`src/rtl/reg_dump.sv`:
```
// reg_dump: walks an inclusive register-file address range and streams each byte; REG_DUMP_CHECKSUM_EN appends an XOR checksum byte.
// Latency: first byte valid 2 cycles after start, then one bubble cycle between bytes; done pulses 1 cycle after the last handshake.
// Backpressure: out_data/out_last/rd_addr hold while out_valid && !out_ready; start is ignored while busy.
module reg_dump #(
    parameter int pw = 4
) (
    input  logic          clk,
    input  logic          reset,
    input  logic          start,
    input  logic [pw-1:0] lo_addr,
    input  logic [pw-1:0] hi_addr,
    output logic [pw-1:0] rd_addr,
    input  logic [7:0]    rd_data,
    output logic [7:0]    out_data,
    output logic          out_valid,
    input  logic          out_ready,
    output logic          out_last,
    output logic          busy,
    output logic          done
);

    localparam logic [2:0] S_IDLE  = 3'd0;
    localparam logic [2:0] S_FETCH = 3'd1;
    localparam logic [2:0] S_SEND  = 3'd2;
    localparam logic [2:0] S_DONE  = 3'd3;
`ifdef REG_DUMP_CHECKSUM_EN
    localparam logic [2:0] S_CSUM  = 3'd4;
`endif

    logic [2:0]    state;
    logic [pw-1:0] hi_q;
    logic          hs;
    logic          at_hi;
`ifdef REG_DUMP_CHECKSUM_EN
    logic [7:0]    csum;
`endif

    assign hs    = out_valid && out_ready;
    assign at_hi = (rd_addr == hi_q);
    assign busy  = (state != S_IDLE);
    assign done  = (state == S_DONE);

    always_ff @(posedge clk or posedge reset) begin
        if (reset) begin
            state     <= S_IDLE;
            hi_q      <= '0;
            rd_addr   <= '0;
            out_data  <= 8'h00;
            out_valid <= 1'b0;
            out_last  <= 1'b0;
`ifdef REG_DUMP_CHECKSUM_EN
            csum      <= 8'h00;
`endif
        end else begin
            case (state)
                S_IDLE: begin
                    if (start) begin
                        hi_q    <= hi_addr;
                        rd_addr <= lo_addr;
`ifdef REG_DUMP_CHECKSUM_EN
                        csum    <= 8'h00;
`endif
                        state   <= S_FETCH;
                    end
                end
                S_FETCH: begin
                    // rd_data is combinational off rd_addr, so this is the coherency point
                    out_data  <= rd_data;
                    out_valid <= 1'b1;
`ifdef REG_DUMP_CHECKSUM_EN
                    out_last  <= 1'b0;
`else
                    out_last  <= at_hi;
`endif
                    state     <= S_SEND;
                end
                S_SEND: begin
                    if (hs) begin
`ifdef REG_DUMP_CHECKSUM_EN
                        csum <= csum ^ out_data;
`endif
                        if (!at_hi) begin
                            rd_addr   <= rd_addr + pw'(1);
                            out_valid <= 1'b0;
                            out_last  <= 1'b0;
                            state     <= S_FETCH;
                        end else begin
`ifdef REG_DUMP_CHECKSUM_EN
                            // checksum byte folds in the final data byte and is presented at once
                            out_data  <= csum ^ out_data;
                            out_valid <= 1'b1;
                            out_last  <= 1'b1;
                            state     <= S_CSUM;
`else
                            out_valid <= 1'b0;
                            out_last  <= 1'b0;
                            state     <= S_DONE;
`endif
                        end
                    end
                end
`ifdef REG_DUMP_CHECKSUM_EN
                S_CSUM: begin
                    if (hs) begin
                        out_valid <= 1'b0;
                        out_last  <= 1'b0;
                        state     <= S_DONE;
                    end
                end
`endif
                S_DONE: begin
                    state <= S_IDLE;
                end
                default: begin
                    state <= S_IDLE;
                end
            endcase
        end
    end

endmodule
```
`config.mk`:
```
export PLATFORM = sky130hd
export DESIGN_NAME = reg_dump
export DESIGN_NICKNAME = d
export VERILOG_FILES = /design/src/rtl/reg_dump.sv
export SDC_FILE = /design/constraint.sdc
export NUM_CORES = 1
export LEC_CHECK = 0
export ABC_AREA = 1
export ABC_CLOCK_PERIOD_IN_PS = 1600
export CAP_MARGIN = 25
export CORE_MARGIN = 2
export CORE_UTILIZATION = 43
export CTS_CLUSTER_SIZE = 10
export DETAILED_ROUTE_END_ITERATION = 10
export PLACE_DENSITY = 0.76
export SYNTH_ARGS = -nofsm -noshare
export SYNTH_HDL_FRONTEND = slang
export SYNTH_SLANG_ARGS = --single-unit
```
`constraint.sdc`:
```
create_clock -name clk -period 1.6 [get_ports clk]
set_input_delay 0.24 -clock clk [delete_from_list [all_inputs] [get_ports clk]]
set_output_delay 0.24 -clock clk [all_outputs]
set_load 0.03 [all_outputs]
```
==> Implementation_results.wiki, run 1 <==
{| class="wikitable"
! Metric !! Value
|-
| Post-detail-place hpwl || 1650 um
|-
| Sinks on the clock net || 20
|-
| CP Launch Type || flip-flop
|-
| Capturing element type of the critical path || primary output
|-
| Residual overflow from global routing || 0
|-
| Height of the die || 52.4 um
|-
| Count of unresolved DRC violations after routing || 0
|-
| Antenna diodes || 0
|-
| Final routed wirelength across all metal layers || 2170 um
|-
| Clk network pwr share || 0.075
|-
| Std cell rows || 17
|-
| Share of the yosys chip area belonging to registers || 0.498
|-
| Required time of the worst setup path || 1360 ps
|-
| Router iterations before antenna repair || 4
|-
| Setup ws final || 92.8 ps
|-
| Accumulated negative setup slack || 0 ps
|-
| Biggest cell delay along the critical path || 420 ps
|-
| # Post-CTS Setup Buffers || 0
|-
| Internal Dissipation || 1.58 mW
|-
| Floorplan core area || 2210 sq um
|-
| DRC violation total after the first TritonRoute iteration || 18
|-
| Summed area of non-filler cells in the final layout || 1440 sq um
|-
| Transition at the pin with the smallest max-transition slack || 338 ps
|-
| Start-to-end type of the worst setup path || flip-flop to primary output
|-
| Part of the power in combinational logic || 0.605
|-
| Skew final || 2.07 ps
|-
| Top cells by area in the synthesized netlist || sky130_fd_sc_hd__dfrtp_1, sky130_fd_sc_hd__nand2_1, sky130_fd_sc_hd__mux2_4
|-
| Cells after Synth || 108
|-
| Maximum fanout along the worst path || 3
|-
| Fraction of final layout cells with drive strength greater than 1 || 0.176
|-
| Cell with the biggest individual delay on the critical path || sky130_fd_sc_hd__dfrtp_1
|-
| Total Nets Final || 171
|-
| Via count of the first global-routing pass || 835
|-
| P per Cell Area || 2040 nW/um^2
|-
| Final core utilization || 0.652
|-
| Number of max-slew violations in the final report || 0
|-
| Chip Width || 52.4 um
|-
| Net Sw Frac || 0.465
|-
| Yosys reg bits || 20
|-
| Final Total Pwr || 2.94 mW
|-
| Sw power || 1.37 mW
|-
| Synth Warn # || 0
|-
| Maximum ir drop on the vdd rail || 1170 uV
|-
| Total global routing track utilization || 0.174
|-
| Mapped Nets || 129
|-
| Starting density of the core || 0.455
|-
| Data arrival time of the worst path || 1270 ps
|-
| Reg clk slew, reported paths || 100 ps
|-
| Final-layout fill cell count || 205
|-
| Crit path capture || busy
|-
| Final ANT Viol Nets || 0
|-
| Wire length of the first global-routing pass || 3500 um
|-
| R2r setup slk || 220 ps
|-
| Sequential share of power || 0.320
|-
| Clock root buffer master || sky130_fd_sc_hd__clkbuf_4
|-
| Routed len/inst || 12.3 um
|-
| Maximum buffer depth of the clock tree || 2
|-
| Port buffer count || 35
|-
| Cell leakage power || 0.803 nW
|-
| Unrepaired setup endpoints after global routing || false
|-
| Max cap viols || 0
|-
| Critical Path, Cell by Cell || nor2_2 > inv_1 > dlygate4sd2_1
|-
| Number of top-level design ports || 36
|-
| Clock latency reported for the late side of the worst-skew pair || 290 ps
|-
| Worst min path class || primary input to asynchronous set/reset pin
|-
| Number of antenna violations at the first check in global routing || 0
|-
| Die area || 2740 sq um
|-
| Most area-hungry cell type in the Yosys netlist || sky130_fd_sc_hd__dfrtp_1
|-
| Routability-driven placement congestion ratio || 0.891
|-
| TritonCTS clock tree || yes
|-
| Maximum clock rate || 663 MHz
|-
| Number of cells on the worst reg-to-reg path || 7
|-
| Synth unique cells || 20
|-
| Number of CTS-inserted buffers || 3
|-
| Via count of the routed design || 861
|-
| Count of final hold-check violations || 0
|-
| Tightest slew margin relative to the limit || 0.774
|-
| Launch point of the worst path || state[0]
|-
| RR Startpoint || state[0]
|-
| Fin crit period || 1510 ps
|-
| Run status || finished, final reports clean
|-
| Setup violation total in the final timing report || 0
|-
| Final worst-path cycle share || 0.942
|-
| Largest net degree at the start of global routing || 21
|-
| Mean number of vias per cell || 4.89
|-
| FF-to-FF End || rd_addr[1]
|-
| Area of the mapped netlist || 1010 sq um
|-
| H-tree levels || 1
|-
| Cell area after placement || 1400 sq um
|-
| Avg Cell Area, Syn || 9.31 sq um
|-
| Area share of the largest cell type after synthesis || 0.498
|-
| Area added between synthesis and finish || 43.3%
|-
| Setup WS pre-CTS || 148 ps
|}
==> logic make-up (layout without fill, tap and decap cells) <==
logic type | count (synthesis) | after routing | synth area share
adders and majority gates | 1 | 1 | 0.0124
muxes | 8 | 8 | 0.108
buffers and inverters | 14 | 54 | 0.0597
and+or+nand+nor | 57 | 57 | 0.279
AOI/OAI and AO/OA | 7 | 7 | 0.0348
xor gates and xnor gates | 1 | 1 | 0.00871
DFF | 20 | 20 | 0.498
==> cell usage after synthesis <==
| master | n |
|---|---|
| sky130_fd_sc_hd__nor2_4 | 2 |
| sky130_fd_sc_hd__ha_1 | 1 |
| sky130_fd_sc_hd__nand3_4 | 1 |
| sky130_fd_sc_hd__mux2_4 | 5 |
| sky130_fd_sc_hd__inv_2 | 2 |
| sky130_fd_sc_hd__nor2_1 | 5 |
| sky130_fd_sc_hd__mux2_2 | 3 |
| sky130_fd_sc_hd__nand2_4 | 1 |
| sky130_fd_sc_hd__nor2_2 | 1 |
| sky130_fd_sc_hd__nand3_2 | 1 |
| sky130_fd_sc_hd__nand2_1 | 33 |
| sky130_fd_sc_hd__dfrtp_1 | 20 |
| sky130_fd_sc_hd__nand4_1 | 1 |
| sky130_fd_sc_hd__nand3_1 | 9 |
| sky130_fd_sc_hd__xnor2_1 | 1 |
| sky130_fd_sc_hd__nand2_2 | 3 |
| sky130_fd_sc_hd__o21ai_0 | 3 |
| sky130_fd_sc_hd__inv_1 | 11 |
| sky130_fd_sc_hd__buf_6 | 1 |
| sky130_fd_sc_hd__a21oi_1 | 4 |
==> sequential cells by signal (all words and copies together) (netlist names) <==
signal	cells
hi_q	4
out_valid	1
rd_addr	4
out_last	1
state	2
out_data	8
==> per-layer routing <==
metal  part of all wire  track usage
met1               0.45        0.216
met3              0.063       0.0343
met4              0.012       0.0940
met5                  0            0
met2               0.47        0.283
==> placed cells by master (no fill, tap or decap), drive strengths merged <==
master,Yosys,final
a21oi,4,4
buf,1,3
clkbuf,0,3
clkdlybuf4s50,0,19
dfrtp,20,20
dlygate4sd2,0,7
dlymetal6s2s,0,9
ha,1,1
inv,13,13
mux2,8,8
nand2,37,37
nand3,11,11
nand4,1,1
nor2,8,8
o21ai,3,3
xnor2,1,1
==> worst min-delay path by stage <==
stage	slack (ps)	to	startpoint	cells after the start
2_1_floorplan	200	hi_q[0]	reset	1
3_3_place_gp	490	out_data[6]	out_data[6]	1
3_5_place_dp	490	out_data[2]	out_data[2]	1
4_1_cts	270	out_data[3]	reset	3
5_1_grt	280	out_data[7]	reset	3
6_report	280	out_data[7]	reset	3
==> power by group through the flow <==
| stage | logic (mW) | registers (mW) | clock network, mW |
|---|---|---|---|
| after CTS | 1.81 | 0.941 | 0.240 |
| after global routing | 1.93 | 0.979 | 0.259 |
| final | 1.78 | 0.940 | 0.222 |
| after floorplan | 0.873 | 1.30 | 0 |
| after detailed placement | 1.86 | 0.953 | 0 |
| after global placement | 1.82 | 0.932 | 0 |
==> critical path, delay by kind of cell (launching register included) <==
kind	cells	cell delay [ps]
buffers and inverters	2	400
DFF	1	420
and+or+nand+nor	1	160
==> final cells by class <==
cell class                      instances  area [sq um]  area share
Clock buffer                            3          22.5      0.0156
Multi-Input combinational cell         74           448       0.311
Timing Repair Buffer                   38           387       0.268
Sequential cell                        20           500       0.347
Tap cell                               28          35.0      0.0243
Inverter                               13          48.8      0.0339
==> stage by stage <==
step	hold WS, ps	std cells
2_1_floorplan	204	108
6_report	283	176
3_3_place_gp	488	173
3_5_place_dp	493	173
5_1_grt	282	176
4_1_cts	274	176
==> repair_timing <==
action / in CTS / in global routing
hold buffers: 0 / 0
endpoints found under the setup margin: 7 / 10
hold endpoints to repair: 0 / 0
resized for setup: 7 / 10
Note: power is estimated with default switching activity, not from simulation.
==> run 2, diff against run 1 <==
--- a/config.mk
+++ b/config.mk
@@ -7,12 +7,13 @@
 export LEC_CHECK = 0
 export ABC_AREA = 1
 export ABC_CLOCK_PERIOD_IN_PS = 1600
-export CAP_MARGIN = 25
+export CAP_MARGIN = 30
 export CORE_MARGIN = 2
 export CORE_UTILIZATION = 43
 export CTS_CLUSTER_SIZE = 10
 export DETAILED_ROUTE_END_ITERATION = 10
 export PLACE_DENSITY = 0.76
+export SLEW_MARGIN = 0
 export SYNTH_ARGS = -nofsm -noshare
 export SYNTH_HDL_FRONTEND = slang
 export SYNTH_SLANG_ARGS = --single-unit
==> results of run 2 <==
Final layout, timing and power as in run 1 (identical DEF).
